$ cat src/rtl/c3aibadapt_sr_upd_pkg.sv
// -----------------------------------------------------------------------------
// c3aibadapt_sr_upd_pkg
// Shared definitions for the SR update bank:
//   - default parameter values (word width, synchroniser depth, counter width)
//   - parity-mode constants PAR_EVEN / PAR_ODD
//   - rst_val_mux: per-bit select between the two reset-value vectors
// -----------------------------------------------------------------------------
package c3aibadapt_sr_upd_pkg;

  localparam int DEF_DWIDTH      = 36;
  localparam int DEF_SYNC_STAGES = 2;
  localparam int DEF_ERR_CNT_W   = 4;

  localparam logic PAR_EVEN = 1'b0;
  localparam logic PAR_ODD  = 1'b1;

  // One bit of the run-time reset-value select; applied across the word by
  // the caller so it works for any DWIDTH.
  function automatic logic rst_val_mux(input logic sel, input logic v0, input logic v1);
    return sel ? v1 : v0;
  endfunction

endpackage

$ cat src/rtl/c3aibadapt_sr_load_sync.sv
// -----------------------------------------------------------------------------
// c3aibadapt_sr_load_sync
// Re-times the asynchronous SR load strobe into the osc-clock domain through
// SYNC_STAGES flops, then detects its rising edge with one extra delay flop.
// Ports:
//   clk       osc clock
//   rst       synchronous active-high reset (clears the whole chain)
//   sr_load   asynchronous load strobe
//   load_rise one-cycle pulse on each synchronised rising edge of sr_load
// -----------------------------------------------------------------------------
module c3aibadapt_sr_load_sync #(
  parameter int SYNC_STAGES = c3aibadapt_sr_upd_pkg::DEF_SYNC_STAGES
) (
  input  logic clk,
  input  logic rst,
  input  logic sr_load,
  output logic load_rise
);

  logic [SYNC_STAGES-1:0] s;
  logic                   s_d;

  always_ff @(posedge clk) begin
    if (rst) begin
      s   <= '0;
      s_d <= 1'b0;
    end else begin
      s   <= {s[SYNC_STAGES-2:0], sr_load};
      s_d <= s[SYNC_STAGES-1];
    end
  end

  // A strobe held high produces only one pulse.
  assign load_rise = s[SYNC_STAGES-1] & ~s_d;

endmodule

$ cat src/rtl/c3aibadapt_sr_update_bank.sv
// -----------------------------------------------------------------------------
// c3aibadapt_sr_update_bank
// Captures one DWIDTH SR word on a synchronised load strobe, parity-checks it
// and commits it to data_out unless frozen (then it waits as pending).
// Optional build macro: C3AIBADAPT_SR_UPD_CHG_DET_EN adds chg_det, a pulse
// coincident with upd_done carrying old data_out ^ committed word.
// Ports:
//   clk, rst      osc clock, synchronous active-high reset
//   rst_val_sel   selects RST_VAL1 (1) or RST_VAL0 (0) as data_out reset value
//   sr_load       asynchronous load strobe; sr_data/sr_par stable while high
//   sr_data       SR parallel word, sr_par its parity bit
//   freeze        defers commits while high
//   err_clr       clears par_err and err_cnt
//   data_out      committed word
//   upd_done      one-cycle pulse per commit
//   upd_pending   a parity-clean word is waiting on freeze
//   par_err       sticky parity-error flag
//   err_cnt       saturating count of rejected loads
//   chg_det       (macro only) changed-bit pulse on commit
// -----------------------------------------------------------------------------
module c3aibadapt_sr_update_bank #(
  parameter int                DWIDTH      = c3aibadapt_sr_upd_pkg::DEF_DWIDTH,
  parameter int                SYNC_STAGES = c3aibadapt_sr_upd_pkg::DEF_SYNC_STAGES,
  parameter logic [DWIDTH-1:0] RST_VAL0    = {DWIDTH{1'b0}},
  parameter logic [DWIDTH-1:0] RST_VAL1    = {DWIDTH{1'b1}},
  parameter logic              PAR_ODD     = c3aibadapt_sr_upd_pkg::PAR_EVEN,
  parameter int                ERR_CNT_W   = c3aibadapt_sr_upd_pkg::DEF_ERR_CNT_W
) (
  input  logic                 clk,
  input  logic                 rst,
  input  logic                 rst_val_sel,
  input  logic                 sr_load,
  input  logic [DWIDTH-1:0]    sr_data,
  input  logic                 sr_par,
  input  logic                 freeze,
  input  logic                 err_clr,
  output logic [DWIDTH-1:0]    data_out,
  output logic                 upd_done,
  output logic                 upd_pending,
  output logic                 par_err,
`ifdef C3AIBADAPT_SR_UPD_CHG_DET_EN
  output logic [DWIDTH-1:0]    chg_det,
`endif
  output logic [ERR_CNT_W-1:0] err_cnt
);

  import c3aibadapt_sr_upd_pkg::*;

  logic              load_rise;
  logic [DWIDTH-1:0] rst_val;
  logic [DWIDTH-1:0] shadow_p0;
  logic              shpar_p0;
  logic              chk_vld_p0;
  logic              par_ok_p1;
  logic              commit_p1;

  c3aibadapt_sr_load_sync #(
    .SYNC_STAGES(SYNC_STAGES)
  ) u_load_sync (
    .clk      (clk),
    .rst      (rst),
    .sr_load  (sr_load),
    .load_rise(load_rise)
  );

  always_comb begin
    rst_val = '0;
    for (int i = 0; i < DWIDTH; i++) begin
      rst_val[i] = rst_val_mux(rst_val_sel, RST_VAL0[i], RST_VAL1[i]);
    end
  end

  assign par_ok_p1 = ((^{shadow_p0, shpar_p0}) == PAR_ODD);

  // A fresh check commits directly when unfrozen; otherwise a pending word is
  // released as soon as freeze drops. The shadow always holds the latest word.
  assign commit_p1 = chk_vld_p0 ? (par_ok_p1 & ~freeze) : (upd_pending & ~freeze);

  always_ff @(posedge clk) begin
    if (rst) begin
      data_out    <= rst_val;
      upd_done    <= 1'b0;
      upd_pending <= 1'b0;
      par_err     <= 1'b0;
      err_cnt     <= '0;
      shadow_p0   <= '0;
      shpar_p0    <= 1'b0;
      chk_vld_p0  <= 1'b0;
`ifdef C3AIBADAPT_SR_UPD_CHG_DET_EN
      chg_det     <= '0;
`endif
    end else begin
      upd_done <= 1'b0;
`ifdef C3AIBADAPT_SR_UPD_CHG_DET_EN
      chg_det  <= '0;
`endif

      // ---- S0: capture the word on the synchronised load edge ----
      chk_vld_p0 <= load_rise;
      if (load_rise) begin
        shadow_p0 <= sr_data;
        shpar_p0  <= sr_par;
      end

      if (err_clr) begin
        par_err <= 1'b0;
        err_cnt <= '0;
      end

      // ---- S1: parity check, then commit / defer / reject ----
      if (chk_vld_p0) begin
        if (!par_ok_p1) begin
          // A new error overrides a same-cycle clear.
          par_err     <= 1'b1;
          upd_pending <= 1'b0;
          if (err_clr) begin
            err_cnt <= ERR_CNT_W'(1);
          end else if (err_cnt != '1) begin
            err_cnt <= err_cnt + 1'b1;
          end
        end else if (freeze) begin
          upd_pending <= 1'b1;
        end
      end

      if (commit_p1) begin
        data_out    <= shadow_p0;
        upd_done    <= 1'b1;
        upd_pending <= 1'b0;
`ifdef C3AIBADAPT_SR_UPD_CHG_DET_EN
        chg_det     <= data_out ^ shadow_p0;
`endif
      end
    end
  end

endmodule

$ cat config.mk
export PLATFORM = sky130hd
export DESIGN_NAME = c3aibadapt_sr_update_bank
export DESIGN_NICKNAME = d
export VERILOG_FILES = /design/src/rtl/c3aibadapt_sr_upd_pkg.sv /design/src/rtl/c3aibadapt_sr_load_sync.sv /design/src/rtl/c3aibadapt_sr_update_bank.sv
export SDC_FILE = /design/constraint.sdc
export NUM_CORES = 1
export LEC_CHECK = 0
export ABC_AREA = 1
export ABC_CLOCK_PERIOD_IN_PS = 3800
export BUFFER_PORTS_ARGS = -buffer_cell sky130_fd_sc_hd__clkbuf_2
export CAP_MARGIN = 10
export CORE_MARGIN = 10
export CORE_UTILIZATION = 50
export DETAILED_ROUTE_END_ITERATION = 10
export GPL_TIMING_DRIVEN = 1
export PLACE_DENSITY = 0.76
export SYNTH_ARGS = -nofsm -noshare
export SYNTH_HDL_FRONTEND = slang
export SYNTH_SLANG_ARGS = --single-unit
$ cat constraint.sdc
create_clock -name clk -period 3.8 [get_ports clk]
set_input_delay 0.76 -clock clk [delete_from_list [all_inputs] [get_ports clk]]
set_output_delay 0.76 -clock clk [all_outputs]
set_load 0.02 [all_outputs]
* Yosys cells after proc, flatten, opt, wreduce, memory -nomap -nowiden
Cells that the tools add are included.
W data, S select, Z words.
** Storage, ports and cells
- Register bits after elaboration :: 84
- Latch bits :: 0
- Memory bits (writable) :: 0
- ROM bits :: 0
- Input bits :: 43
- Word-level logic and storage cells :: 38
- Memories kept :: 0
** Operators by class
- $add $sub $neg :: 1
- Multipliers :: 0
- Div/mod/pow operators :: 0
- Order comparisons :: 0
- Equality and inequality tests :: 1
- Shift operators :: 0
- Multiplexer cells :: 15
- Bitwise logic cells :: 6
- Reductions and logical operators :: 5
** Operators by type and width (number)
- $mux W36 :: 2
- $reduce_xor A37 Y1 :: 1
- $mux W4 :: 5
- $mux W1 :: 8
- $add A4 B1 Y4 const B :: 1
- $ne A4 B4 Y1 const B :: 1
- $reduce_bool A2 Y1 :: 2
- $and A1 B1 Y1 :: 3
- $not A1 Y1 :: 3
- $reduce_and A2 Y1 :: 1
- $reduce_or A2 Y1 :: 1

* Logic depth before layout (Yosys ltp)
- Depth in word-level cells :: 6
- Mapped depth :: 16
- Depth with buffers taken out :: 16

* Hierarchy
From an unflattened synthesis, not the netlist that was laid out.
** Second synthesis, totals
- Cell total of the unflattened synthesis :: 459
- Area, all modules :: 3684.8 um2
** Modules (own cells, without submodules)
- c3aibadapt_sr_update_bank :: instances 1, cells each 449, area each 3598.5 um2
- c3aibadapt_sr_load_sync :: instances 1, cells each 10, area each 86.3 um2

* Least setup slack after synthesis
Ideal clock, no wire load.
- Path kind :: input-to-reg
- Start point :: input rst
- End point :: register data_out[0] (enable)
- Arrival :: 2.174 ns
- Required time :: 3.406 ns
- Path slack :: 1.232 ns
- Stages on the path :: 4
- Buffers on the path :: 2
- Cell sequence :: clkbuf_1 > clkinv_1 > buf_2 > nand2_1
** On the way
- Cells in the longest elaborated chain, start to end :: 1
** RTL lines
- start: declaration :: RTL line c3aibadapt_sr_update_bank.sv:30 : input logic rst,
- $reduce_bool A2 Y1 (no line)
- end signal: assignment :: RTL line c3aibadapt_sr_update_bank.sv:81 : data_out <= rst_val;
- end signal: assignment :: RTL line c3aibadapt_sr_update_bank.sv:127 : data_out <= shadow_p0;
- end: declaration :: RTL line c3aibadapt_sr_update_bank.sv:37 : output logic [DWIDTH-1:0] data_out,
Every way passes these cells.
A chain may end at the register's enable or synchronous reset.

* Final worst setup path
- Start point :: register shadow_p0[35]
- End point :: register data_out[8] (enable)
** On the way
- Cells in the longest elaborated chain, start to end :: 5
** RTL lines
- start: declaration :: RTL line c3aibadapt_sr_update_bank.sv:51 : logic [DWIDTH-1:0] shadow_p0;
- start signal: assignment :: RTL line c3aibadapt_sr_update_bank.sv:101 : shadow_p0 <= sr_data;
- $reduce_xor A37 Y1 :: RTL line c3aibadapt_sr_update_bank.sv:73 : assign par_ok_p1 = ((^{shadow_p0, shpar_p0}) == PAR_ODD);
- $not A1 Y1 :: RTL line c3aibadapt_sr_update_bank.sv:73
- $and A1 B1 Y1 :: RTL line c3aibadapt_sr_update_bank.sv:77 : assign commit_p1 = chk_vld_p0 ? (par_ok_p1 & ~freeze) : (upd_pending & ~freeze);
- $mux W1 :: RTL line c3aibadapt_sr_update_bank.sv:77
- $reduce_bool A2 Y1 (no line)
Every way passes these cells.

==> results.json <==
{
  "syn-num-nets": 590,
  "synthFlopType": "dfxtp_1",
  "place.gp.congestion": 0.755,
  "synthArstFlopShare_pct": 0,
  "worstMarginPinSlew_ns": 0.951,
  "overflow": 0,
  "reg2reg_from": "shadow_p0[35]",
  "skew_ns": 0.00988,
  "clock_sinks": 84,
  "slowest_stage": "nand2_2",
  "min-delay-start": "u_load_sync.s[0]",
  "synth-seq-cells": 84,
  "final_common_cell": "nand2_1",
  "post-route-drc-count": 0,
  "hpwl_um": 6640,
  "die_h_um": 109,
  "cts_buffers": 9,
  "synth_warnings": 0,
  "setup_tns_ns": 0,
  "die-width_um": 109,
  "arrival_ns": 2.49,
  "r2r_cells": 14,
  "synthDistinctLibCells": 23,
  "syn_area_mm2": 0.00395,
  "path_cells": "inv_1, nand2_1, nand2_1, nand2_2, nand2_1, nand2_1, nand3_2, nand2_1, nand2_1, nand2_1, nand3_1, nand3_2, nand2_1, nand2_2",
  "worstHoldPathCells": 2,
  "post_cts.repair.setup_buffers": 0,
  "path_buf_inv": 1,
  "drtIter0Drc": 149,
  "postCtsHoldBufs": 0,
  "slowest_delay_ns": 0.70,
  "cpLargestDelayFamily": "simple AND/OR/NAND/NOR gates",
  "tritoncts": "built",
  "rrSetupSlack_ns": 1.29,
  "multiInputGateArea_mm2": 0.00164,
  "dp_cells": 721,
  "num_io_pins": 86,
  "slew_viol_final": 0,
  "synth_cells": 546,
  "ctsHtreeMaxLevel": 3,
  "post_cts_resize_count": 0,
  "clk_pin_slew_worst_paths_ns": 0.08,
  "cp_max_fo": 36,
  "core_region_area_mm2": 0.00769,
  "route.vias.total": 3548,
  "grt_max_degree": 43,
  "hold_path_end": "u_load_sync.s[1]",
  "ys_seq_area_share_pct": 51.8,
  "routedWlPerCell_um": 12.4,
  "fillers": 737,
  "synth_top_family_by_area": "simple AND/OR/NAND/NOR gates",
  "grt_pass1_wl_um": 15300,
  "max-vdd-ir-drop_uv": 258,
  "timing.slew.headroom_pct": 36.4,
  "instances_no_fill": 737,
  "avgSynthCellArea_um2": 7.23,
  "area_growth_pct": 18.5,
  "clock.fmax_mhz": 398,
  "setup_violations": 0,
  "drt-vias-per-instance": 4.81,
  "yosys.area_share.simple_pct": 33.7,
  "status": "finished, final reports clean",
  "fp.dieArea_mm2": 0.0118,
  "seq_area_mm2": 0.00204,
  "cts_root_buffer": "clkbuf_8",
  "yosys.area_share.adder_pct": 0.317,
  "postRouteAntennaNets": 0,
  "critPathRequiredTime_ns": 3.77,
  "finalHoldViolCount": 0,
  "grt_pass1_vias": 3561,
  "drive_above_1_share_pct": 19.2,
  "final_cell_mix": "nand2_1, clkbuf_2, nor2_1",
  "min_path_type": "reg2reg",
  "portBuffers": 85,
  "nets": 674,
  "timing.final.crit_share_pct": 66.1,
  "endpoint_kind": "flop",
  "reg2reg_to": "data_out[8]",
  "synth-edff-count": 36,
  "cts_buffer_depth": 2,
  "grt_setup_unrepaired": "no",
  "final_util_pct": 60.8,
  "antenna_found_initial": 0,
  "critical_path_class": "reg2reg",
  "finalCriticalPeriod_ns": 2.51,
  "globalRouteTotalUtil_pct": 15.9,
  "clk_latency_ns": 0.35,
  "power.leakage_nw": 2.40,
  "antenna_cells": 0,
  "cpMostUsedCell": "nand2_1",
  "synth_xor_area_share_pct": 1.33,
  "muxShareOfSynthArea_pct": 0,
  "p_per_area_mw_per_mm2": 452,
  "maxCapViolCount": 0,
  "firstDrtPassIters": 4,
  "row_count": 32,
  "start_util_pct": 51.3,
  "wl_um": 9110,
  "synth_compound_area_share_pct": 6.25,
  "start_kind": "flop"
}
cells in the mapped netlist, types with 3 or more instances:
| master | n | area share, % |
|---|---|---|
| inv_2 | 7 | 0.67 |
| nor2_1 | 55 | 5.2 |
| edfxtp_1 | 36 | 27 |
| clkbuf_1 | 14 | 1.3 |
| xor2_1 | 3 | 0.67 |
| nand3_1 | 13 | 1.6 |
| a21oi_1 | 43 | 5.5 |
| inv_1 | 43 | 4.1 |
| nand2_2 | 7 | 1.1 |
| nand2_1 | 255 | 24 |
| nand3_2 | 3 | 0.76 |
| xnor2_1 | 3 | 0.67 |
| clkinv_1 | 3 | 0.29 |
| o21ai_0 | 5 | 0.63 |
| dfxtp_1 | 48 | 24 |
metal layers:
metal / vias up / routed length (um) / track usage (%)
li1: 1869 / - / -
met2: 67 / 4520 / 28.3
met4: 0 / 113 / 6.03
met5: - / 0 / 0
met1: 1605 / 4010 / 18.0
met3: 7 / 464 / 3.89
worst register-to-register path: stages (launching register included):
cell     delay, ns
dfxtp_1       0.36
inv_1         0.06
nand2_1       0.07
nand2_1       0.06
nand2_2       0.07
nand2_1       0.06
nand2_1       0.11
nand3_2       0.08
nand2_1       0.07
nand2_1       0.05
nand2_1       0.08
nand3_1       0.10
nand3_2       0.14
nand2_1       0.09
nand2_2       0.70
state kept, by name (all words and copies together) (netlist names):
name,cells
u_load_sync.s_d,1
data_out,36
par_err,1
upd_done,1
shpar_p0,1
err_cnt,4
upd_pending,1
chk_vld_p0,1
shadow_p0,36
u_load_sync.s,2
report_power, final:
part	switching [mW]	leakage, nW	internal, mW
Sequential	0.0345	0.759	1.01
Combinational	0.259	1.54	0.134
Clock	0.311	0.103	0.369
Total	0.605	2.40	1.51
through the flow:
step / cell area [um2] / setup slack (ns) / hold slack, ns / power (mW)
floorplan: 3950 / 1.23 / 0.388 / 1.34
global placement: 4470 / 1.35 / 0.400 / 1.43
detailed placement: 4470 / 1.25 / 0.414 / 1.46
CTS: 4670 / 1.27 / 0.431 / 2.13
global route: 4670 / 0.985 / 0.433 / 2.22
finish: 4670 / 1.29 / 0.421 / 2.11
kinds of logic after synthesis:
kind of cell | Yosys count
xor+xnor | 6
compound gates | 49
simple gates | 337
flops | 84
fa+ha+maj | 1
buf+inv | 69
area by class of cell:
| class | instances | area share [%] |
|---|---|---|
| Sequential cell | 84 | 43.7 |
| Multi-Input combinational cell | 393 | 35.1 |
| Timing Repair Buffer | 89 | 9.74 |
| Inverter | 53 | 4.26 |
| Clock buffer | 11 | 2.81 |
| Tap cell | 102 | 2.73 |
| Clock inverter | 5 | 1.66 |
how the worst max path moves through the flow:
stage                        end  cells past startpoint          start  slack [ns]
finish               data_out[8]                     14  shadow_p0[35]        1.29
global route        data_out[17]                     14  shadow_p0[35]        0.99
CTS                 data_out[18]                     14  shadow_p0[35]        1.27
detailed placement  data_out[18]                      4            rst        1.25
global placement    data_out[24]                      4            rst        1.35
floorplan            data_out[0]                      4            rst        1.23
Power figures use the tool's default switching activity.
